===== src/rtl/deser_pkg.sv =====
// Shared types and constants for the 8b/10b deserializer sync logic.
package deser_pkg;

    localparam int SYM_W = 9;
    localparam logic [SYM_W-1:0] K28_5 = 9'h1BC;

    typedef enum logic [1:0] {
        HUNT   = 2'd0,
        VERIFY = 2'd1,
        LOCKED = 2'd2
    } sync_state_e;

endpackage


===== src/rtl/deser_err_mon.sv =====
// Leaky error-level counter: bad symbols add one, GOOD_RUN clean symbols remove one.
// limit_hit_o is combinational so the controller can drop lock on the offending symbol.
module deser_err_mon #(
    parameter int ERR_LIMIT = 4,
    parameter int GOOD_RUN  = 16
) (
    input  logic       clk_i,
    input  logic       rst_ni,
    input  logic       sym_valid_i,
    input  logic       bad_i,
    input  logic       enable_i,
    output logic [3:0] err_level_o,
    output logic       limit_hit_o
);

    localparam logic [3:0] LIMIT_LAST = 4'(ERR_LIMIT - 1);
    localparam logic [7:0] RUN_LAST   = 8'(GOOD_RUN - 1);

    logic [3:0] level_q;
    logic [7:0] run_q;

    // Held at zero outside LOCKED so every lock starts from a clean level.
    always_ff @(posedge clk_i or negedge rst_ni) begin
        if (!rst_ni) begin
            level_q <= '0;
            run_q   <= '0;
        end else if (!enable_i) begin
            level_q <= '0;
            run_q   <= '0;
        end else if (sym_valid_i) begin
            if (bad_i) begin
                level_q <= level_q + 4'd1;
                run_q   <= '0;
            end else if (run_q == RUN_LAST) begin
                run_q <= '0;
                if (level_q != '0) begin
                    level_q <= level_q - 4'd1;
                end
            end else begin
                run_q <= run_q + 8'd1;
            end
        end
    end

    assign err_level_o = level_q;
    assign limit_hit_o = enable_i & sym_valid_i & bad_i & (level_q == LIMIT_LAST);

endmodule


===== src/rtl/deser_sync_ctrl.sv =====
// Comma-alignment / lock controller; all outputs registered, 1 cycle after sym_valid_i.
// No backpressure: every strobe is processed. DESER_SYNC_STATS_EN enables err_cnt_o.
module deser_sync_ctrl
    import deser_pkg::*;
#(
    parameter logic [SYM_W-1:0] COMMA_SYM = K28_5,
    parameter int               LOCK_CNT  = 4,
    parameter int               HUNT_WIN  = 32,
    parameter int               ERR_LIMIT = 4,
    parameter int               GOOD_RUN  = 16
) (
    input  logic             clk_i,
    input  logic             rst_ni,
    input  logic             sym_valid_i,
    input  logic [SYM_W-1:0] sym_data_i,
    input  logic             code_err_i,
    input  logic             disp_err_i,
    input  logic             clr_cnt_i,
    output logic             bitslip_o,
    output logic             sync_o,
    output logic [1:0]       state_o,
    output logic [SYM_W-1:0] data_o,
    output logic             data_valid_o,
    output logic [15:0]      err_cnt_o
);

    localparam logic [7:0] WIN_LAST  = 8'(HUNT_WIN - 1);
    localparam logic [3:0] LOCK_LAST = 4'(LOCK_CNT - 1);
    localparam logic [3:0] LIMIT     = 4'(ERR_LIMIT);

    sync_state_e      state_q;
    logic [7:0]       win_q;
    logic [3:0]       comma_q;
    logic             bitslip_q;
    logic             sync_q;
    logic [SYM_W-1:0] data_q;
    logic             dvld_q;

    logic       bad;
    logic       comma;
    logic [3:0] err_level;
    logic       limit_hit;

    assign bad   = sym_valid_i & (code_err_i | disp_err_i);
    assign comma = sym_valid_i & ~code_err_i & ~disp_err_i & (sym_data_i == COMMA_SYM);

    deser_err_mon #(
        .ERR_LIMIT (ERR_LIMIT),
        .GOOD_RUN  (GOOD_RUN)
    ) u_err_mon (
        .clk_i       (clk_i),
        .rst_ni      (rst_ni),
        .sym_valid_i (sym_valid_i),
        .bad_i       (bad),
        .enable_i    (state_q == LOCKED),
        .err_level_o (err_level),
        .limit_hit_o (limit_hit)
    );

    always_ff @(posedge clk_i or negedge rst_ni) begin
        if (!rst_ni) begin
            state_q   <= HUNT;
            win_q     <= '0;
            comma_q   <= '0;
            bitslip_q <= 1'b0;
            sync_q    <= 1'b0;
            data_q    <= '0;
            dvld_q    <= 1'b0;
        end else begin
            bitslip_q <= 1'b0;
            dvld_q    <= 1'b0;
            if (sym_valid_i) begin
                // Forwarding looks at the state before this symbol's decision.
                if (state_q == LOCKED) begin
                    data_q <= sym_data_i;
                    dvld_q <= 1'b1;
                end
                case (state_q)
                    HUNT: begin
                        if (comma) begin
                            state_q <= VERIFY;
                            comma_q <= 4'd1;
                            win_q   <= '0;
                        end else if (win_q == WIN_LAST) begin
                            bitslip_q <= 1'b1;
                            win_q     <= '0;
                        end else begin
                            win_q <= win_q + 8'd1;
                        end
                    end
                    VERIFY: begin
                        if (bad) begin
                            state_q <= HUNT;
                            win_q   <= '0;
                        end else if (comma) begin
                            comma_q <= comma_q + 4'd1;
                            if (comma_q == LOCK_LAST) begin
                                state_q <= LOCKED;
                                sync_q  <= 1'b1;
                            end
                        end
                    end
                    LOCKED: begin
                        if (limit_hit) begin
                            state_q <= HUNT;
                            sync_q  <= 1'b0;
                            win_q   <= '0;
                        end
                    end
                    default: begin
                        state_q <= HUNT;
                        sync_q  <= 1'b0;
                        win_q   <= '0;
                    end
                endcase
            end
        end
    end

    // Reaching the limit always exits LOCKED, so a locked level stays below it.
    assert property (@(posedge clk_i) disable iff (!rst_ni)
                     (state_q == LOCKED) |-> (err_level < LIMIT));

`ifdef DESER_SYNC_STATS_EN
    logic [15:0] err_cnt_q;

    always_ff @(posedge clk_i or negedge rst_ni) begin
        if (!rst_ni) begin
            err_cnt_q <= '0;
        end else if (clr_cnt_i) begin
            err_cnt_q <= '0;
        end else if (bad && (state_q == LOCKED) && (err_cnt_q != 16'hFFFF)) begin
            err_cnt_q <= err_cnt_q + 16'd1;
        end
    end

    assign err_cnt_o = err_cnt_q;
`else
    logic clr_unused;
    assign clr_unused = clr_cnt_i;
    assign err_cnt_o  = 16'h0;
`endif

    assign bitslip_o    = bitslip_q;
    assign sync_o       = sync_q;
    assign state_o      = state_q;
    assign data_o       = data_q;
    assign data_valid_o = dvld_q;

endmodule


===== config.mk =====
export PLATFORM = sky130hd
export DESIGN_NAME = deser_sync_ctrl
export DESIGN_NICKNAME = d
export VERILOG_FILES = /design/src/rtl/deser_pkg.sv /design/src/rtl/deser_err_mon.sv /design/src/rtl/deser_sync_ctrl.sv
export SDC_FILE = /design/constraint.sdc
export NUM_CORES = 1
export LEC_CHECK = 0
export CAP_MARGIN = 20
export CORE_ASPECT_RATIO = 0.8
export CORE_UTILIZATION = 46
export CTS_CLUSTER_SIZE = 25
export DETAILED_ROUTE_END_ITERATION = 16
export GPL_ROUTABILITY_DRIVEN = 0
export PLACE_DENSITY = 0.78
export RECOVER_POWER = 100
export SLEW_MARGIN = 20
export SYNTH_ARGS = -nofsm -noshare
export SYNTH_HDL_FRONTEND = slang
export SYNTH_SLANG_ARGS = --single-unit
export TNS_END_PERCENT = 30

===== constraint.sdc =====
create_clock -name clk_i -period 1.7 [get_ports clk_i]
set_input_delay 0.17 -clock clk_i [delete_from_list [all_inputs] [get_ports clk_i]]
set_output_delay 0.17 -clock clk_i [all_outputs]
set_load 0.05 [all_outputs]

==> flow_summary_export.csv <==
group,metric,value,unit
finish,nets,298,
placed_design,dp_hpwl,3620,microns
yosys,synth_ff_type,"dfrtp_1",
finish,mostFrequentLayoutCells,"dfrtp_1, buf_4, clkdlybuf4s50_1",
placed_design,place_inst,327,
die,fp.dieArea,5130,sq um
pwr,p_leak,0.00127,uW
die,rows,22,
yosys,synthArstFlopShare,100,%
yosys,synth_cell_types,54,
pwr,pwr-share-clk,19.7,%
pwr,switching_share,40.6,%
drt,routed_wl,4900,microns
global_routing,grt_usage,21.3,%
sta,fin_skew,13.8,ps
pwr,p_per_area,1170,nW/um^2
cts,clkLatencyLatePin,300,ps
die,die_w,79.9,microns
drt,drt_iter0_drc,88,
sta,slew_violations,0,
global_routing,grt_pass1_wl,8190,microns
drt,routedWlPerCell,14.5,microns
global_routing,antenna_found_initial,0,
status,status,"completed",
yosys,netlist_instances,219,
pwr,combPwrFrac,42.0,%
finish,drive_above_1_share,24.8,%
cts,clk_pin_slew,80,ps
job,cap_violations,0,
drt,detail-route-antenna-nets,0,
sta,setup_viol_count_final,0,
drt,drc_errors,0,
pwr,p_sw,1350,uW
sta,timing.slew.headroom,60.5,%
die,ios,45,
sta,fin_hold_ws,399,ps
finish,num-fill-cells,383,
die,core_area,4620,sq um
finish,fin_util,61.6,%
cts,clock_path_buffers,2,
drt,vias,1887,
die,start_util,48.2,%
sta,finalCriticalPeriod,1670,ps
finish,area_delta_synth_final,27.8,%
global_routing,grt_pass1_vias,1732,
yosys,synth_edf_count,0,
critical_path,end_kind,"register",
critical_path,worstPathRequired,1930,ps
drt,firstDrtPassIters,4,
critical_path,arrival,1890,ps
global_routing,grt_max_degree,25,
sta,worst-slew-pin-transition,592,ps
pwr,power,3320,uW
yosys,seq_area_frac_synth,42.6,%
yosys,ys_ff_latch,38,
cts,root_buffer,"clkbuf_8",
sta,fmax,0.599,GHz
yosys,netlist_area,2230,sq um
cts,numCtsBuffers,5,
critical_path,start_kind,"register",
critical_path,critPathMaxFanout,5,
finish,n_antenna_cell,0,
placed_design,portBuffers,27,
pwr,ir_worst_vdd,938,uV
pwr,p_int,1970,uW
finish,layout.cells.non_filler,338,
drt,viasPerCell,5.58,
sta,hold_viol,0,
hold_path,hp-class,"in2async",
sta,final.period_utilization,98.1,%
global_routing,grt-ovfl-total,0,
cts,tritoncts,"done",
pwr,power_frac_seq,38.2,%
yosys,yosys_warnings,0,
critical_path,r2r_slack,30,ps
cts,htree_levels,2,
die,die_h,64.3,microns
cts,cts_sinks,38,
yosys,synth.avg_cell_area,10.2,sq um
finish,final_common_cell,"dfrtp_1",
critical_path,crit_type,"reg2reg",
per-layer routing:
layer	part of all wire [%]	up-vias	global-route usage (%)
met2	47	55	32.4
li1	-	894	-
met4	0.65	0	8.71
met3	5.6	3	5.71
met5	0	-	0
met1	47	935	28.5
cells in the mapped netlist, types with 2 or more instances:
cell type	count	area (sq um)
xnor2_1	5	43.8
nor3_1	6	30.0
nand3_1	15	75.1
or2_2	3	18.8
nand2b_1	2	12.5
xor2_1	2	17.5
a21oi_1	8	40.0
o21ai_0	12	60.1
o211ai_1	6	45.0
clkbuf_1	2	7.51
buf_4	16	120
a211oi_1	3	22.5
inv_1	6	22.5
buf_2	4	20.0
o21a_1	2	15.0
ha_1	5	62.6
a21o_1	2	15.0
nor2_1	10	37.5
nor3b_1	2	15.0
or3_1	3	18.8
nand3b_1	4	30.0
nor4_1	3	18.8
mux2_2	10	113
nand2_1	14	52.6
dfrtp_1	38	951
and3_1	5	31.3
nand4_1	2	12.5
or4_1	3	22.5
state kept, by name, summed over array words and instances (netlist names):
name	cells
data_o	9
u_err_mon.run_q	8
win_q	8
comma_q	4
u_err_mon.err_level_o	4
state_o	2
bitslip_o	1
data_valid_o	1
sync_o	1
path summary, 6_finish.rpt:
kind,startpoint,cells after the start,to
min,rst_ni,2,state_o[0]
max in group asynchronous,rst_ni,3,u_err_mon.err_level_o[1]
max reg2reg,u_err_mon.err_level_o[1],5,u_err_mon.err_level_o[1]
min reg2reg,data_o[8],1,data_o[8]
max,u_err_mon.err_level_o[1],5,u_err_mon.err_level_o[1]
min in group clk_i,sym_valid_i,6,u_err_mon.run_q[0]
metrics by stage:
stage,worst slack [ps],setup TNS [ps],cell area [sq um]
final,31.7,0,2850
after detailed placement,-334,-4050,2690
after floorplan,-24.5,-24.5,2310
after CTS,5.44,0,2820
after global placement,-302,-3420,2690
after global routing,-13.2,-34.4,2850
kinds of logic after synthesis:
kind of cell	count (synthesis)	share of synthesized area (%)
compound gates	46	14.8
mux	10	5.05
xor+xnor	7	2.75
buf+inv	29	8.13
flops	38	42.6
simple gates	82	22.8
fa+ha+maj	6	3.70
other cells	1	0.168
power groups by stage:
| stage | Combinational, uW | Sequential (uW) | Clock (uW) |
|---|---|---|---|
| floorplan | 568 | 1660 | 0 |
| global placement | 1360 | 1270 | 0 |
| detailed placement | 1400 | 1290 | 0 |
| CTS | 1410 | 1270 | 672 |
| global route | 1490 | 1300 | 722 |
| finish | 1400 | 1270 | 656 |
worst max-delay path, stage by stage (launching register included):
cell     delay, ps
dfrtp_2        450
or4_4          580
a31oi_4        220
buf_6          130
o21ai_0         70
a21oi_1        160
what timing repair did:
| item | 4_1_cts | 5_1_grt |
|---|---|---|
| hold buffers | 1 | 0 |
| endpoints found under the setup margin | 2 | 20 |
| gates resized for setup | 2 | 12 |
| endpoints found under the hold margin | 22 | 0 |
| buffers inserted | 0 | 2 |
| pin swaps | 3 | 5 |
cell type report:
class                           count  area [sq um]  share of cell area (%)
Sequential cell                    38           955                    33.5
Clock inverter                      2          12.5                   0.439
Multi-Input combinational cell    167          1200                    42.2
Timing Repair Buffer               59           497                    17.4
Clock buffer                        6          82.6                    2.90
Inverter                            6          25.0                   0.878
Tap cell                           60          75.1                    2.63
No activity file was read; power rests on OpenSTA's default activity.
